==> src/rtl/anneal_flip_sequencer.sv <==
// Run-level controller for one annealing run: flush, warm-up fill of the energy FIFO,
// comparison-enabled run phase, then drain. Tracks iterations, stalls and best energy.
module anneal_flip_sequencer #(
    parameter int NUM_SPIN         = 256,
    parameter int SPIN_DEPTH       = 2,
    parameter int ENERGY_TOTAL_BIT = 32,
    parameter int ITER_W           = 16
) (
    input  logic                               clk_i,
    input  logic                               rst_i,
    input  logic                               en_i,
    input  logic                               start_i,
    input  logic                               abort_i,
    input  logic        [ITER_W-1:0]           cfg_iter_i,
    input  logic        [ITER_W-1:0]           cfg_stall_limit_i,
    input  logic                               energy_valid_i,
    output logic                               energy_ready_o,
    input  logic signed [ENERGY_TOTAL_BIT-1:0] energy_i,
    output logic                               energy_valid_o,
    input  logic                               energy_ready_i,
    input  logic                               spin_valid_i,
    input  logic                               spin_ready_i,
    input  logic                               spin_push_none_i,
    output logic                               flush_o,
    output logic                               en_comparison_o,
    output logic                               busy_o,
    output logic                               done_o,
    output logic                               early_stop_o,
    output logic                               aborted_o,
    output logic        [ITER_W-1:0]           iter_cnt_o,
    output logic        [ITER_W-1:0]           stall_cnt_o,
    output logic signed [ENERGY_TOTAL_BIT-1:0] best_energy_o,
    output logic                               best_valid_o,
    output logic        [2:0]                  state_o
);

    localparam int OW = $clog2(SPIN_DEPTH + 1) + 1;
    localparam int WW = $clog2(SPIN_DEPTH + 1);
    localparam logic signed [ENERGY_TOTAL_BIT-1:0] E_MAX = {1'b0, {(ENERGY_TOTAL_BIT-1){1'b1}}};

    if (NUM_SPIN < 1 || SPIN_DEPTH < 1) begin : g_bad_params
        $error("NUM_SPIN and SPIN_DEPTH must be positive");
    end

    typedef enum logic [2:0] {
        S_IDLE   = 3'd0,
        S_FLUSH  = 3'd1,
        S_WARMUP = 3'd2,
        S_RUN    = 3'd3,
        S_DRAIN  = 3'd4,
        S_DONE   = 3'd5
    } state_t;

    state_t                        state;
    logic [ITER_W-1:0]             iter_lim, stall_lim, iter_cnt, stall_cnt;
    logic [OW-1:0]                 outstanding;
    logic [WW-1:0]                 warm_cnt;
    logic signed [ENERGY_TOTAL_BIT-1:0] best_energy;
    logic                          best_valid, early_stop, aborted, en_cmp;
    logic                          eh_d, eh_run_d;

    // Handshake rule: a transfer happens in a cycle where valid and ready are both high.
    // Energy valid/ready pass straight through (no latency) but only while en_i is high
    // and the run is in WARMUP or RUN; spin transfers are only observed, never gated.
    logic act, eh, sh, abort_take;
    assign act            = en_i & ((state == S_WARMUP) | (state == S_RUN));
    assign energy_valid_o = energy_valid_i & act;
    assign energy_ready_o = energy_ready_i & act;
    assign eh             = energy_valid_o & energy_ready_i;
    assign sh             = spin_valid_i & spin_ready_i;
    assign abort_take     = en_i & abort_i &
                            (state inside {S_FLUSH, S_WARMUP, S_RUN, S_DRAIN});

    logic [ITER_W:0]   iter_sum;
    logic [ITER_W-1:0] iter_inc, stall_inc;
    logic              iter_hit, stall_eval, stall_hit, warm_last;
    assign iter_sum   = {1'b0, iter_cnt} + {{ITER_W{1'b0}}, 1'b1};
    assign iter_inc   = (&iter_cnt) ? iter_cnt : iter_cnt + ITER_W'(1);
    assign stall_inc  = (&stall_cnt) ? stall_cnt : stall_cnt + ITER_W'(1);
    assign iter_hit   = eh & (iter_sum == {1'b0, iter_lim});
    // The push-none flag describes the energy accepted one cycle earlier.
    assign stall_eval = en_i & eh_run_d & ((state == S_RUN) | (state == S_DRAIN));
    assign stall_hit  = stall_eval & spin_push_none_i & (stall_lim != '0) &
                        (stall_inc == stall_lim);
    assign warm_last  = eh & (warm_cnt == WW'(SPIN_DEPTH - 1));

    always_ff @(posedge clk_i or posedge rst_i) begin
        if (rst_i) begin
            state       <= S_IDLE;
            iter_lim    <= '0;
            stall_lim   <= '0;
            iter_cnt    <= '0;
            stall_cnt   <= '0;
            outstanding <= '0;
            warm_cnt    <= '0;
            best_energy <= E_MAX;
            best_valid  <= 1'b0;
            early_stop  <= 1'b0;
            aborted     <= 1'b0;
            en_cmp      <= 1'b0;
            eh_d        <= 1'b0;
            eh_run_d    <= 1'b0;
        end else if (en_i) begin
            eh_d     <= eh;
            eh_run_d <= eh & (state == S_RUN);

            if (state == S_FLUSH) begin
                outstanding <= '0;
            end else if (eh && !sh) begin
                outstanding <= outstanding + OW'(1);
            end else if (sh && !eh && outstanding != '0) begin
                outstanding <= outstanding - OW'(1);
            end

            if (eh && (!best_valid || energy_i < best_energy)) begin
                best_energy <= energy_i;
                best_valid  <= 1'b1;
            end
            if (eh && state == S_RUN) begin
                iter_cnt <= iter_inc;
            end
            if (stall_eval) begin
                stall_cnt <= spin_push_none_i ? stall_inc : '0;
            end
            if (stall_hit) begin
                early_stop <= 1'b1;
            end

            case (state)
                S_IDLE: begin
                    if (start_i) begin
                        iter_lim    <= cfg_iter_i;
                        stall_lim   <= cfg_stall_limit_i;
                        iter_cnt    <= '0;
                        stall_cnt   <= '0;
                        best_valid  <= 1'b0;
                        best_energy <= E_MAX;
                        early_stop  <= 1'b0;
                        aborted     <= 1'b0;
                        en_cmp      <= 1'b0;
                        state       <= S_FLUSH;
                    end
                end
                S_FLUSH: begin
                    warm_cnt <= '0;
                    state    <= S_WARMUP;
                end
                S_WARMUP: begin
                    if (eh) begin
                        warm_cnt <= warm_cnt + WW'(1);
                    end
                    if (warm_last) begin
                        en_cmp <= (iter_lim != '0);
                        state  <= (iter_lim == '0) ? S_DRAIN : S_RUN;
                    end
                end
                S_RUN: begin
                    if (stall_hit || iter_hit) begin
                        state <= S_DRAIN;
                    end
                end
                S_DRAIN: begin
                    if (outstanding == '0 && !eh_d) begin
                        state <= S_DONE;
                    end
                end
                S_DONE:  state <= S_IDLE;
                default: state <= S_IDLE;
            endcase

            if (abort_take) begin
                aborted <= 1'b1;
                state   <= S_DONE;
            end
        end
    end

    assign flush_o         = (en_i & (state == S_FLUSH)) | abort_take;
    assign done_o          = en_i & (state == S_DONE);
    assign busy_o          = (state != S_IDLE);
    assign en_comparison_o = en_cmp;
    assign early_stop_o    = early_stop;
    assign aborted_o       = aborted;
    assign iter_cnt_o      = iter_cnt;
    assign stall_cnt_o     = stall_cnt;
    assign best_energy_o   = best_energy;
    assign best_valid_o    = best_valid;
    assign state_o         = state;

endmodule

==> config.mk <==
export PLATFORM = sky130hd
export DESIGN_NAME = anneal_flip_sequencer
export DESIGN_NICKNAME = d
export VERILOG_FILES = /design/src/rtl/anneal_flip_sequencer.sv
export SDC_FILE = /design/constraint.sdc
export NUM_CORES = 1
export LEC_CHECK = 0
export ABC_AREA = 0
export CAP_MARGIN = 25
export CORE_UTILIZATION = 47
export CTS_CLUSTER_SIZE = 14
export DETAILED_ROUTE_END_ITERATION = 10
export PLACE_DENSITY = 0.81
export SLEW_MARGIN = 5
export SYNTH_ARGS = -nofsm -noshare
export SYNTH_HDL_FRONTEND = slang
export SYNTH_SLANG_ARGS = --single-unit
export TNS_END_PERCENT = 100
==> constraint.sdc <==
create_clock -name clk_i -period 3.3 [get_ports clk_i]
set_clock_uncertainty 0.2 [all_clocks]
set_input_delay 0.33 -clock clk_i [delete_from_list [all_inputs] [get_ports clk_i]]
set_output_delay 0.33 -clock clk_i [all_outputs]
set_load 0.005 [all_outputs]
Yosys cells after proc, flatten, opt, wreduce, memory -nomap -nowiden. Index checks and enable logic that the tools add are counted.

Word-level logic and storage cells: 124. Bits of input ports: 74. Register bits: 110. Output and inout port bits: 76.

Equality and inequality tests: 15. Muxes and demuxes: 35. Bitwise gates (word level): 20. $add $sub $neg: 6. $lt $le $gt $ge: 1. Reduce and logical (&&, ||, !) cells: 33.

Operators with widths (count): 16-bit 2-to-1 mux (9); 32-bit 2-to-1 mux (3); 16-bit by 1-bit adder with 16-bit output (second input constant) (2); 32-bit less-than comparator (1); 16-bit AND reduction (2); 16-bit nonzero test (2); 3-bit 2-to-1 mux (9); 16-bit by 1-bit adder with 17-bit output (second input constant) (1); 1-bit bitwise AND (17); 17-bit by 16-bit == test with 1-bit output (1); 16-bit == test (1); 16-bit logical NOT (1); 3-bit one-hot mux with 5 select lines (1); 1-bit 2-to-1 mux (10); 3-bit AND reduction (3); 3-bit nonzero test (3); 2-bit nonzero test (4); 3-bit by 2-bit == test with 1-bit output (second input constant) (2); 3-bit == test (second input constant) (2); 1-bit logical AND (6); 3-bit logical NOT (2); 2-bit inequality test (second input constant) (3); 3-bit by 2-bit inequality test with 1-bit output (second input constant) (2); 3-bit inequality test (second input constant) (2); 15 further kinds (21).

Longest topological paths before layout.
Depth in word-level cells: 11. Mapped depth: 12. Gate-level depth less buffers: 10.

Worst setup path before layout. No wires, ideal clock.

Path kind: register to register. From: reg stall_cnt[1] (netlist: stall_cnt_o[1]). To: reg state[0] (netlist: state_o[0]). Library setup time: 0.124 ns. Slack: 0.076 ns. Clock period less this slack: 3.224 ns. Data arrival time: 2.900 ns. Cell stages (with the launch flop): 10. Cells stage by stage: dfrtp_1 > ha_1 > nand3_1 > clkbuf_1 > or3_1 > mux2i_1 > a2111o_1 > or4_1 > o21ba_1 > o31a_1.

Word-level cells in the longest chain between the ends: 7. Elaborated cells on any way between the ends: 8. Those cells by class: add/sub (1); eq/ne (2); mux (1); bitwise (1); reduce/logical (3).

RTL lines: start: declaration (line 55) `logic [ITER_W-1:0] iter_lim, stall_lim, iter_cnt, stall_cnt;`; start signal: assignment (line 123) `stall_cnt <= spin_push_none_i ? stall_inc : '0;`; 16-bit by 1-bit adder with 16-bit output or 16-bit AND reduction (tied branches) (line 79) `assign stall_inc = (&stall_cnt) ? stall_cnt : stall_cnt + ITER_W'(1);`; 16-bit 2-to-1 mux * (line 79); 16-bit == test * (line 84) `(stall_inc == stall_lim);`; 1-bit bitwise AND * (line 83) `assign stall_hit = stall_eval & spin_push_none_i & (stall_lim != '0) &`; 1-bit logical OR * (line 158) `if (stall_hit || iter_hit) begin`; 3-bit by 2-bit inequality test with 1-bit output (no source line) *; 5-bit AND reduction (no source line) *; end signal: assignment (line 154) `state <= (iter_lim == '0) ? S_DRAIN : S_RUN;`; end: declaration (line 54) `state_t state;`.

Every way passes the cells marked *; elsewhere a longest branch is shown, timed or not. A chain may end at the register's enable or synchronous reset.

Worst setup path after layout. Ends and elaborated chain as after synthesis.

==> out/metrics.yaml <==
pre_cts_ws_ps: -101
clk_pin_slew_ps: 80
drt_wl_total_mm: 21.3
synthMostInstantiatedCell: "nand2_1"
r2r-end: "state_o[0]"
synth_area_per_cell_um2: 9.18
start_util_pct: 48.3
outcome: "completed"
clock_latency_ps: 370
clock_sinks: 110
setup_violations: 0
ir_worst_vdd_mv: 0.390
area_growth_syn_to_layout_pct: 37.5
critPathCaptureType: "flip-flop"
track_usage_pct: 28.7
syn_nets: 873
relSlewSlack_pct: 57.6
min_period_ps: 3240
synth_commonest_cells: "98 x nand2_1, 79 x dfrtp_1, 49 x a21oi_1, 49 x o21ai_0, 43 x inv_1"
synth_largest_area_cell: "dfrtp_1"
p_leak_nw: 4.47
postCtsHoldBufs: 0
nNetsFinal: 1082
p_sw_mw: 2.21
synth-seq-cells: 110
port_buffers: 149
root_buffer: "clkbuf_16"
fmax_ghz: 0.309
finalMaxSlewViolations: 0
clockBufferDepth: 2
dpl.hpwl_mm: 16.4
crit_arrival_ps: 3280
worst_pin_slew_ps: 634
ys_top_cells_by_area: "dfrtp_1 28%, dfstp_2 12%, ha_1 6.1%"
netlist_instances: 764
crit_path_max_fanout: 6
post_drt_via_cell_ratio: 5.87
antenna_found_initial: 0
hold_viol: 0
die_h_um: 124
r2r-start: "stall_cnt_o[1]"
antenna_cells: 0
gp_congestion: 1.05
power_frac_clock_pct: 18.5
placed_area_mm2: 0.00928
slowest_stage: "or4_1"
design_area_mm2: 0.00965
worst-r2r-cell-count: 11
grt_pass1_vias: 6582
yosys.cell_types.count: 66
overflow: 0
multi_input_area_mm2: 0.00394
p_per_area_mw_per_mm2: 642
netlist_area_mm2: 0.00701
dr.pass1.iters: 5
ys_seq_area_share_pct: 39.8
async_flop_share_pct: 100
comb_power_share_pct: 42.9
core_mm2: 0.0145
io_pins: 150
critPathRequiredTime_ps: 3350
cts_made_buffers: 9
postCtsSetupRepairBufs: 0
grt_max_degree: 35
n_fill_cell: 1170
die_x_um: 124
fp-row-count: 44
p_int_mw: 3.99
grt_first_pass_wirelength_mm: 33.8
critPathTopFamily: "compound AO/OA/AOI/OAI gates"
critPathLaunchType: "flip-flop"
fin_crit_sh_pct: 98.1
routedWlPerCell_um: 18.4
min_path_type: "input port to async pin"
yosys_warnings: 0
ant_nets: 0
final-seq-area_mm2: 0.00279
cts_resized: 0
drc: 0
path_common_cell: "buf_4"
crit_chain: "ha_1 > buf_4 > and3_1 > a31oi_2 > buf_4 > a211oi_1 > nor2_1 > o2111ai_1 > or4_1 > o21ba_1 > o31a_1"
cts_tree: "built"
drive_gt1_share_pct: 19.1
pwr-share-seq_pct: 38.6
num_vias: 6820
switching_share_pct: 35.6
drv_cap: 0
synth_edf_count: 0
ys.flop_type: "dfrtp_1"
path_buf_inv: 2
worst_slack_ps: 63.3
die_area_mm2: 0.0154
path_class: "flip-flop to flip-flop"
reg2reg_slack_ps: 60
cts_htree_levels: 3
slowest_delay_ps: 550
drt_iter0_markers: 635
synth_top_area_share_pct: 28.2
metal layers:
metal	routed length (um)	track usage (%)
met1	9110	37.8
met2	10100	46.1
met3	1660	6.87
met4	494	9.60
met5	0	0
worst reg2reg max path, delay by kind of cell (launching register included):
family | cells | cell delay [ps]
AO/OA/AOI/OAI | 5 | 1040
adder cells (fa/ha/maj) | 1 | 220
buffers and inverters | 2 | 340
flip-flops | 1 | 400
AND/OR/NAND/NOR | 3 | 940
power by group through the flow:
| stage | registers [mW] | logic [mW] | clock network (mW) |
|---|---|---|---|
| after floorplan | 2.30 | 1.49 | 0 |
| after global routing | 2.46 | 2.97 | 1.21 |
| after detailed placement | 2.39 | 2.63 | 0 |
| after global placement | 2.38 | 2.54 | 0 |
| after CTS | 2.38 | 2.65 | 1.16 |
| final | 2.39 | 2.66 | 1.14 |
flip-flops by register name, summed over array words and instances, names as in the netlist, 2 cells and up:
| register | cells |
|---|---|
| best_energy_o | 32 |
| iter_cnt_o | 16 |
| iter_lim | 16 |
| outstanding | 3 |
| stall_cnt_o | 16 |
| stall_lim | 16 |
| state_o | 3 |
| warm_cnt | 2 |
cells by family (layout without fill, tap and decap cells):
family | Yosys count | count (layout) | synth area share (%)
adders and majority gates | 35 | 35 | 6.35
muxes | 70 | 70 | 10.6
AOI/OAI and AO/OA | 182 | 182 | 16.4
xor gates and xnor gates | 35 | 35 | 4.37
and+or+nand+nor | 247 | 247 | 17.6
buffers and inverters | 85 | 299 | 4.85
DFF | 110 | 110 | 39.8
final cells by class:
type / count / share of cell area [%]
Multi-Input combinational cell: 569 / 40.8
Sequential cell: 110 / 29.0
Timing Repair Buffer: 239 / 22.9
Clock inverter: 6 / 0.713
Tap cell: 184 / 2.39
Clock buffer: 10 / 2.48
Inverter: 44 / 1.75
placed cells by master (no fill, tap or decap), types with 17 or more instances in the layout:
| cell type | count |
|---|---|
| mux2_2 | 34 |
| dfrtp_1 | 77 |
| dfstp_2 | 31 |
| a21oi_1 | 49 |
| mux2i_1 | 36 |
| buf_4 | 86 |
| nand2_1 | 97 |
| ha_1 | 34 |
| inv_1 | 42 |
| clkdlybuf4s50_1 | 149 |
| o21ai_0 | 49 |
| nor3_1 | 17 |
| xnor2_1 | 21 |
| nor2_1 | 28 |
| nand3_1 | 19 |
metrics by stage:
step                      TNS, ps  std cells  hold slack [ps]  total power [mW]  utilization, %
after floorplan                 0        764              241              3.79               -
after global placement          0       1146              252              4.92            63.9
after detailed placement    -1280       1146              262              5.02            63.9
after CTS                       0       1162              205              6.19            66.0
after global routing        -67.0       1162              236              6.63            66.4
final                           0       1162              174              6.20            66.4
worst max-delay path by stage:
stage	startpoint	end	cells after the start
2_1_floorplan	stall_cnt_o[1]	state_o[0]	9
3_3_place_gp	energy_i[1]	best_energy_o[21]	10
3_5_place_dp	energy_i[14]	best_energy_o[24]	11
4_1_cts	stall_cnt_o[1]	state_o[0]	11
5_1_grt	stall_cnt_o[1]	state_o[0]	11
6_report	stall_cnt_o[1]	state_o[0]	11
Note: power is estimated with default switching activity, not from simulation.
